==> src/rtl/mpeg_video_display_scheduler.sv <==
// mpeg_video_display_scheduler
// Frame-buffer slot scheduler: offers free slots to the picture decoder and,
// on each vsync, releases decoded pictures in temporal-reference order.
// Optional feature macro: MPEG_DISPLAY_STATS_EN adds the underflow_count output.
module mpeg_video_display_scheduler #(
    parameter int SLOTS = 4,
    parameter int SW    = $clog2(SLOTS)
) (
    input  logic          clk,
    input  logic          reset_n,
    input  logic          event_sequence_header,
    input  logic          event_group_of_pictures,
    input  logic          event_picture,
    input  logic [9:0]    tmpref,
    output logic          alloc_valid,
    output logic [SW-1:0] alloc_slot,
    output logic [9:0]    alloc_tmpref,
    input  logic          alloc_ready,
    input  logic          decode_done,
    input  logic [SW-1:0] decode_slot,
    input  logic          vsync,
    output logic          display_valid,
    output logic          display_repeat,
    output logic [SW-1:0] display_slot,
    output logic          stall
`ifdef MPEG_DISPLAY_STATS_EN
    ,
    output logic [15:0]   underflow_count
`endif
);

    typedef enum logic [1:0] {S_FREE, S_ALLOC, S_READY, S_SHOWN} slot_st_e;
    typedef enum logic [1:0] {D_IDLE, D_SEARCH, D_SWITCH, D_EMIT} disp_st_e;

    slot_st_e      st_q  [SLOTS];
    slot_st_e      st_d  [SLOTS];
    logic [9:0]    tmp_q [SLOTS];
    logic [9:0]    tmp_d [SLOTS];
    logic [SLOTS-1:0] gen_q, gen_d;

    logic          pending_q, pending_d;
    logic [9:0]    ptmp_q, ptmp_d;
    logic          gen_in_q, gen_in_d;
    logic          gen_out_q, gen_out_d;
    logic [9:0]    exp_q, exp_d;

    logic          alloc_valid_q, alloc_valid_d;
    logic [SW-1:0] alloc_slot_q, alloc_slot_d;
    logic [9:0]    alloc_tmpref_q, alloc_tmpref_d;

    disp_st_e      dstate_q, dstate_d;
    logic          hit_q, hit_d;
    logic [SW-1:0] hit_slot_q, hit_slot_d;
    logic          switched_q, switched_d;
    logic          disp_valid_q, disp_valid_d;
    logic          disp_repeat_q, disp_repeat_d;
    logic [SW-1:0] disp_slot_q, disp_slot_d;

    logic          hit_any, live_any, free_any, free_eff_any, emit_hit;
    logic [SW-1:0] hit_idx, free_eff_idx;

    // Parallel slot compare: display hit, live pictures of gen_out, free slots.
    // The slot being released by an EMIT this cycle already counts as free.
    always_comb begin
        hit_any      = 1'b0;
        hit_idx      = '0;
        live_any     = 1'b0;
        free_any     = 1'b0;
        free_eff_any = 1'b0;
        free_eff_idx = '0;
        emit_hit     = (dstate_q == D_EMIT) && hit_q;
        for (int i = SLOTS - 1; i >= 0; i--) begin
            if (st_q[i] == S_READY && gen_q[i] == gen_out_q && tmp_q[i] == exp_q) begin
                hit_any = 1'b1;
                hit_idx = SW'(i);
            end
            if ((st_q[i] == S_ALLOC || st_q[i] == S_READY) && gen_q[i] == gen_out_q)
                live_any = 1'b1;
            if (st_q[i] == S_FREE)
                free_any = 1'b1;
            if (st_q[i] == S_FREE || (emit_hit && st_q[i] == S_SHOWN)) begin
                free_eff_any = 1'b1;
                free_eff_idx = SW'(i);
            end
        end
    end

    // Next state: allocation, decode completion, display FSM, then flush, GOP, picture capture.
    always_comb begin
        st_d           = st_q;
        tmp_d          = tmp_q;
        gen_d          = gen_q;
        pending_d      = pending_q;
        ptmp_d         = ptmp_q;
        gen_in_d       = gen_in_q;
        gen_out_d      = gen_out_q;
        exp_d          = exp_q;
        alloc_valid_d  = alloc_valid_q;
        alloc_slot_d   = alloc_slot_q;
        alloc_tmpref_d = alloc_tmpref_q;
        dstate_d       = dstate_q;
        hit_d          = hit_q;
        hit_slot_d     = hit_slot_q;
        switched_d     = switched_q;
        disp_valid_d   = 1'b0;
        disp_repeat_d  = 1'b0;
        disp_slot_d    = disp_slot_q;

        if (alloc_valid_q && alloc_ready) begin
            for (int i = 0; i < SLOTS; i++) begin
                if (alloc_slot_q == SW'(i)) begin
                    st_d[i]  = S_ALLOC;
                    tmp_d[i] = alloc_tmpref_q;
                    gen_d[i] = gen_in_q;
                end
            end
            alloc_valid_d = 1'b0;
            pending_d     = 1'b0;
        end else if (pending_q && !alloc_valid_q && free_eff_any) begin
            alloc_valid_d  = 1'b1;
            alloc_slot_d   = free_eff_idx;
            alloc_tmpref_d = ptmp_q;
        end

        if (decode_done) begin
            for (int i = 0; i < SLOTS; i++) begin
                if (decode_slot == SW'(i) && st_q[i] == S_ALLOC)
                    st_d[i] = S_READY;
            end
        end

        case (dstate_q)
            D_IDLE: begin
                if (vsync) begin
                    dstate_d   = D_SEARCH;
                    switched_d = 1'b0;
                end
            end
            D_SEARCH: begin
                if (hit_any) begin
                    hit_d        = 1'b1;
                    hit_slot_d   = hit_idx;
                    disp_valid_d = 1'b1;
                    disp_slot_d  = hit_idx;
                    dstate_d     = D_EMIT;
                end else if (!live_any && (gen_in_q != gen_out_q) && !switched_q) begin
                    dstate_d = D_SWITCH;
                end else begin
                    hit_d         = 1'b0;
                    disp_repeat_d = 1'b1;
                    dstate_d      = D_EMIT;
                end
            end
            D_SWITCH: begin
                gen_out_d  = ~gen_out_q;
                exp_d      = '0;
                switched_d = 1'b1;
                dstate_d   = D_SEARCH;
            end
            D_EMIT: begin
                if (hit_q) begin
                    for (int i = 0; i < SLOTS; i++) begin
                        if (st_q[i] == S_SHOWN)
                            st_d[i] = S_FREE;
                        if (hit_slot_q == SW'(i))
                            st_d[i] = S_SHOWN;
                    end
                    exp_d = exp_q + 10'd1;
                end
                dstate_d = D_IDLE;
            end
            default: dstate_d = D_IDLE;
        endcase

        if (event_sequence_header) begin
            for (int i = 0; i < SLOTS; i++) begin
                if (st_d[i] == S_ALLOC || st_d[i] == S_READY)
                    st_d[i] = S_FREE;
            end
            pending_d     = 1'b0;
            alloc_valid_d = 1'b0;
            exp_d         = '0;
            gen_out_d     = gen_in_q;
            dstate_d      = D_IDLE;
            disp_valid_d  = 1'b0;
            disp_repeat_d = 1'b0;
            disp_slot_d   = disp_slot_q;
        end

        if (event_group_of_pictures)
            gen_in_d = ~gen_in_q;

        if (event_picture && (!pending_q || event_sequence_header)) begin
            pending_d = 1'b1;
            ptmp_d    = tmpref;
        end
    end

    // State register with asynchronous active-low reset.
    always_ff @(posedge clk or negedge reset_n) begin
        if (!reset_n) begin
            for (int i = 0; i < SLOTS; i++) begin
                st_q[i]  <= S_FREE;
                tmp_q[i] <= '0;
            end
            gen_q          <= '0;
            pending_q      <= 1'b0;
            ptmp_q         <= '0;
            gen_in_q       <= 1'b0;
            gen_out_q      <= 1'b0;
            exp_q          <= '0;
            alloc_valid_q  <= 1'b0;
            alloc_slot_q   <= '0;
            alloc_tmpref_q <= '0;
            dstate_q       <= D_IDLE;
            hit_q          <= 1'b0;
            hit_slot_q     <= '0;
            switched_q     <= 1'b0;
            disp_valid_q   <= 1'b0;
            disp_repeat_q  <= 1'b0;
            disp_slot_q    <= '0;
        end else begin
            st_q           <= st_d;
            tmp_q          <= tmp_d;
            gen_q          <= gen_d;
            pending_q      <= pending_d;
            ptmp_q         <= ptmp_d;
            gen_in_q       <= gen_in_d;
            gen_out_q      <= gen_out_d;
            exp_q          <= exp_d;
            alloc_valid_q  <= alloc_valid_d;
            alloc_slot_q   <= alloc_slot_d;
            alloc_tmpref_q <= alloc_tmpref_d;
            dstate_q       <= dstate_d;
            hit_q          <= hit_d;
            hit_slot_q     <= hit_slot_d;
            switched_q     <= switched_d;
            disp_valid_q   <= disp_valid_d;
            disp_repeat_q  <= disp_repeat_d;
            disp_slot_q    <= disp_slot_d;
        end
    end

    assign alloc_valid    = alloc_valid_q;
    assign alloc_slot     = alloc_slot_q;
    assign alloc_tmpref   = alloc_tmpref_q;
    assign display_valid  = disp_valid_q;
    assign display_repeat = disp_repeat_q;
    assign display_slot   = disp_slot_q;
    assign stall          = pending_q && !alloc_valid_q && !free_any;

`ifdef MPEG_DISPLAY_STATS_EN
    logic [15:0] uf_q, uf_d;

    // Saturating count of repeated frames; cleared by a sequence header.
    always_comb begin
        uf_d = uf_q;
        if (event_sequence_header)
            uf_d = '0;
        else if (disp_repeat_d && uf_q != 16'hFFFF)
            uf_d = uf_q + 16'd1;
    end

    // Underflow counter register.
    always_ff @(posedge clk or negedge reset_n) begin
        if (!reset_n)
            uf_q <= '0;
        else
            uf_q <= uf_d;
    end

    assign underflow_count = uf_q;
`endif

endmodule

==> config.mk <==
export PLATFORM = sky130hd
export DESIGN_NAME = mpeg_video_display_scheduler
export DESIGN_NICKNAME = d
export VERILOG_FILES = /design/src/rtl/mpeg_video_display_scheduler.sv
export SDC_FILE = /design/constraint.sdc
export NUM_CORES = 1
export LEC_CHECK = 0
export ABC_AREA = 1
export CAP_MARGIN = 20
export CORE_MARGIN = 8
export CORE_UTILIZATION = 40
export DETAILED_ROUTE_END_ITERATION = 10
export PLACE_DENSITY = 0.61
export SLEW_MARGIN = 30
export SYNTH_ARGS = -nofsm -noshare
export SYNTH_HDL_FRONTEND = slang
export SYNTH_SLANG_ARGS = --single-unit
==> constraint.sdc <==
create_clock -name clk -period 1.8 [get_ports clk]
set_input_delay 0.36 -clock clk [delete_from_list [all_inputs] [get_ports clk]]
set_output_delay 0.36 -clock clk [all_outputs]
set_load 0.01 [all_outputs]
== After elaboration in Yosys (flattened, before gate mapping) ==
Cells that the tools add are included.

* ROM bits: 0
* Output and inout port bits: 18
* Word-level logic and storage cells: 222
* Memories: 0
* Register bits after elaboration: 98
* Input bits: 20
* Latch bits: 0
* Bits in writable memories: 0

* Muxes and demuxes: 76
* $mul: 0
* Div/mod/pow operators: 0
* Order comparisons: 0
* Equality and inequality tests: 45
* Bitwise operators: 4
* Reduce and logical (&&, ||, !) cells: 69
* Add/subtract/negate cells: 1
* Shift-type cells: 0

{| class="wikitable"
|+ Operators by type and width
! operator !! count
|-
| $mux 2 || 30
|-
| $eq 10x10->1 || 4
|-
| $eq 2x2->1 const B || 20
|-
| $mux 8 || 5
|-
| $mux 1 || 36
|-
| $logic_and 1x1->1 || 28
|-
| $eq 2x1->1 const B || 12
|-
| $mux 10 || 2
|-
| $pmux 10 s2 || 1
|-
| $reduce_and 2->1 || 9
|-
| $logic_not 2->1 || 8
|-
| $logic_or 1x1->1 || 13
|-
| $add 10x1->10 const B || 1
|-
| $reduce_bool 3->1 || 3
|-
| $pmux 2 s4 || 1
|-
| $ne 3x3->1 const B || 2
|-
| $logic_not 1->1 || 5
|-
| $eq 1x1->1 || 4
|-
| $ne 2x2->1 const B || 2
|-
| $not 1->1 || 4
|-
| $reduce_bool 2->1 || 2
|-
| $reduce_and 3->1 || 1
|-
| $pmux 1 s2 || 1
|-
| $ne 1x1->1 || 1
|}

== Logic depth before layout (Yosys ltp) ==
* Depth in word-level cells: 14
* Mapped depth: 13
* Gate-level depth less buffers: 12

== Worst setup path before layout ==
Ideal clock, no wire load.

* Kind: flip-flop to flip-flop
* From: register st_q[6] (netlist bit)
* To: register alloc_tmpref_q[1], in the netlist alloc_tmpref[1]
* Required time: 1.679 ns
* Setup slack: 0.276 ns
* Setup time: 0.121 ns
* Stages on the path, launching flop included: 10
* Buffers on the path: 1
* Clock period less this slack: 1.524 ns
* Data arrival time: 1.403 ns
* Path through: dfrtp_1 ha_1 nand2_2 inv_1 or2_1 inv_2 nand2_2 o21ai_4 buf_6 o21ai_1

* Cells in the longest elaborated chain, start to end: 6
* Elaborated cells on any way between the ends: 7
* Those cells by class: eq/ne: 1; mux: 1; reduce/logical: 5

{| class="wikitable"
|+ RTL lines
! item !! line !! RTL
|-
| from (decl) || 35 || <nowiki>slot_st_e st_q [SLOTS];</nowiki>
|-
| from (signal assigned) || 223 || <nowiki>st_q <= st_d;</nowiki>
|-
| $eq 2x2->1 || 81 || <nowiki>if (st_q[i] == S_FREE || (emit_hit && st_q[i] == S_SHOWN)) begin</nowiki>
|-
| $logic_and 1x1->1 || 81 ||
|-
| $logic_or 1x1->1 (*) || 81 ||
|-
| $mux 1 (*) || 81 ||
|-
| $logic_and 1x1->1 (*) || 119 || <nowiki>end else if (pending_q && !alloc_valid_q && free_eff_any) begin</nowiki>
|-
| $reduce_and 2->1 (no line) (*) || n/a ||
|-
| to (signal assigned) || 233 || <nowiki>alloc_tmpref_q <= alloc_tmpref_d;</nowiki>
|-
| to (decl) || 49 || <nowiki>logic [9:0] alloc_tmpref_q, alloc_tmpref_d;</nowiki>
|}

Mark *: on every way between the ends. The rest lies on a longest branch, timed or not.
A chain may end at the register's enable or synchronous reset.

== Worst setup path after layout ==
* From: register st_q[2] (netlist bit)
* To: register alloc_tmpref_q[5], in the netlist alloc_tmpref[5]

* Cells in the longest elaborated chain, start to end: 8
* Elaborated cells on any way between the ends: 9
* Those cells by class: eq/ne: 1; mux: 3; reduce/logical: 5

{| class="wikitable"
|+ RTL lines
! item !! line
|-
| $eq 2x2->1 || 81
|-
| $logic_and 1x1->1 || 81
|-
| $logic_or 1x1->1 (*) || 81
|-
| $mux 1 (*) (3 in series) || 81
|-
| $logic_and 1x1->1 (*) || 119
|-
| $reduce_and 2->1 (no line) (*) || n/a
|}

Marked as above.

==> results.cfg <==
[status]
outcome = complete, but fails checks
violations = hold timing, setup timing

[final_layout]
area_delta_synth_final_pct = 25.81
post-route-util_pct = 51.79
n_fill_cell = 1182
nets = 787
diodes = 0
drive_gt1_share_pct = 15.63

[setup_path]
cp.arrival_ns = 2.10
slowest_delay_ns = 0.39
cp_cell_sequence = buf_4 -> ha_2 -> nand2_2 -> inv_2 -> nor3_4 -> inv_2 -> o21ai_4 -> clkbuf_16 -> nand2_2 -> o21ai_2
required_ns = 2.08
critPathKind = reg2reg
end_kind = register
critPathMaxFanout = 6
worst_setup_path_start_kind = register
slowest_stage = dfrtp_1

[logic_synthesis]
yosys.area.top_type_share_pct = 47.01
syn-num-nets = 710
seq_area_frac_synth_pct = 47.01
synth-seq-cells = 98
netlist_top_cells_area = dfrtp_1, nand2_1, inv_1
ys_warn_count = 0
synth_top_cell_by_area = dfrtp_1
synth_area_um2 = 5216
netlist-cell-type-count = 36
synth_cells = 673
syn_avg_cell_area_um2 = 7.751

[min_path]
hp-class = in2async

[pwr]
switching_power_uw = 2677
switching_share_pct = 34.52
power.density_nw_per_um2 = 1181
combPwrFrac_pct = 29.2
p_seq_share_pct = 43.4
ir_drop_v = 0.0006414
power_leakage_uw = 0.003337
p_int_uw = 5077
totalPowerFinal_uw = 7753
p_clk_share_pct = 27.4

[timing]
fin_crit_ns = 1.822
setup-tns-final_ns = -0.1516
rsz0062_at_grt = true
finalWorstSetupSlack_ns = -0.02184
whs_ns = -0.02908
clock_skew_ns = 0.008921
min_period_over_period_pct = 101.2
final-setup-viol-count = 11
finalHoldViolCount = 14
tightest_slew_ns = 0.5626
slew_violations = 0
relSlewSlack_pct = 62.15
max_freq_mhz = 548.9

[placed_design]
place_congestion = 0.8697
hpwl_um = 10050
io_buffers = 37

[die]
core_um2 = 12670
die_h_um = 130.2
initial_core_util_pct = 41.17
die_w_um = 130.2
io_pins = 38
die-area_um2 = 16950
num_rows = 41

[clock_tree]
ctsRootBufferMaster = clkbuf_16
insertion_delay_ns = 0.35
clock-sinks = 98
cts.clk_slew.worst_paths_ns = 0.07
cts_made_buffers = 9
htreeDepth = 3
hold_buffers = 0
cts_tree = yes
cts_buffer_depth = 2

[global_routing]
grt_pass1_wl_um = 22380
first_global_vias = 4500
grt_max_degree = 37
overflow = 0
antenna_found_initial = 0
grt.total_usage_pct = 16.99

[detailed_routing]
wirelength_um = 13920
vias = 4522
drt_first_pass_iters = 6
via_per_inst = 4.878
wl_per_cell_um = 15.02
drcViolationCount = 0
drtIter0Drc = 390
ant_nets = 0

[run]
timing.max_cap.violations = 0
[cell type report]
cell class | instances | area [um^2] | share of cell area, %
timing repair buffer | 84 | 812.0 | 12.37
clock inverter | 6 | 90.09 | 1.373
inverter | 124 | 465.4 | 7.092
multi-input combinational | 433 | 2285 | 34.81
clock buffer | 10 | 239.0 | 3.642
sequential | 98 | 2456 | 37.43
tap | 172 | 215.2 | 3.279
[through the flow]
stage                     worst slack (ns)  instances  area, um^2
after floorplan                     0.2761        673        5216
after global placement            0.005695        902        6032
after detailed placement          -0.06018        902        6032
after CTS                         0.001231        918        6372
after global routing              -0.09853        927        6563
final                             -0.02184        927        6563
[routing by layer]
layer / global-route usage, % / up-vias / wire length [um]
met5: 0 / - / 0
met4: 7.582 / 0 / 382
met3: 2.938 / 26 / 743
met2: 26.84 / 131 / 6461
met1: 22.37 / 2133 / 6333
li1: - / 2232 / -
[power by group through the flow]
stage               sequential, uW  clock, uW  combinational (uW)
CTS                           3350       2150                2170
global placement              3360          0                2110
finish                        3370       2120                2270
floorplan                     3260          0                1410
global route                  3450       2220                2590
detailed placement            3380          0                2150
[cells in the mapped netlist (all sizes together)]
library cell  instances
buf                   7
xor2                  3
ha                   17
nor3                  5
nor4                  1
a21oi                25
a21boi                5
inv                 124
o21ai                77
clkbuf               11
nand4                12
xnor2                13
o221ai                1
nand2               199
or2                   2
nor2                 43
nand3                24
dfrtp                98
nor3b                 1
o22ai                 1
o211ai                3
o21bai                1
[cell families after synthesis]
logic type,count (synthesis),share of synthesized area [%]
AND/OR/NAND/NOR,287,23.00
AO/OA/AOI/OAI,113,12.23
flip-flops,98,47.01
XOR/XNOR,16,2.687
buffers and inverters,142,10.99
adder cells (fa/ha/maj),17,4.078
[layout by cell type (no fill, tap or decap), types with 8 or more instances in the layout]
master	synthesis	final
xnor2_1	13	13
nor2_1	40	38
clkdlybuf4s50_1	0	35
buf_4	2	39
inv_2	5	8
o21ai_2	8	11
ha_1	17	13
nand2_1	196	185
nand3_1	23	23
a21oi_1	24	24
dfrtp_1	98	95
clkbuf_16	0	11
nand4_1	12	12
o21ai_0	64	63
nand2_2	2	12
inv_1	119	116
[final timing paths]
| check | start | slack [ns] | cells after the start | end |
|---|---|---|---|---|
| max in group asynchronous | reset_n | 1.27 | 2 | exp_q[6]$_DFFE_PN0P_ |
| max reg2reg | st_q[2]$_DFF_PN0_ | -0.02 | 10 | alloc_tmpref[5]$_DFFE_PN0P_ |
| min reg2reg | display_slot[1]$_DFFE_PN0P_ | 0.47 | 2 | display_slot[1]$_DFFE_PN0P_ |
| min | reset_n | -0.03 | 1 | display_slot[0]$_DFFE_PN0P_ |
| min in group clk | display_slot[1]$_DFFE_PN0P_ | 0.47 | 2 | display_slot[1]$_DFFE_PN0P_ |
| max | st_q[2]$_DFF_PN0_ | -0.02 | 10 | alloc_tmpref[5]$_DFFE_PN0P_ |
[sequential cells by signal, summed over array words and instances (netlist names)]
signal and count:
pending_q 1, exp_q 10, tmp_q 40, alloc_slot 2, st_q 8, display_valid 1
alloc_valid 1, hit_slot_q 2, switched_q 1, dstate_q 2, gen_q 4, gen_out_q 1
ptmp_q 10, hit_q 1, display_slot 2, alloc_tmpref 10, gen_in_q 1, display_repeat 1
[what timing repair did]
action,4_1_cts,5_1_grt
cloned,0,3
resized for setup,9,31
endpoints found under the hold margin,0,0
pin swaps,0,1
endpoints found under the setup margin,6,20
setup buffers,0,6
[critical path: cells and delay by family (launching register included)]
kind / cells / cell delay, ns
AND/OR/NAND/NOR: 3 / 0.33
buffers and inverters: 4 / 0.49
adder cells (fa/ha/maj): 1 / 0.17
flip-flops: 1 / 0.39
AO/OA/AOI/OAI: 2 / 0.36
(Power assumes the default switching activity.)
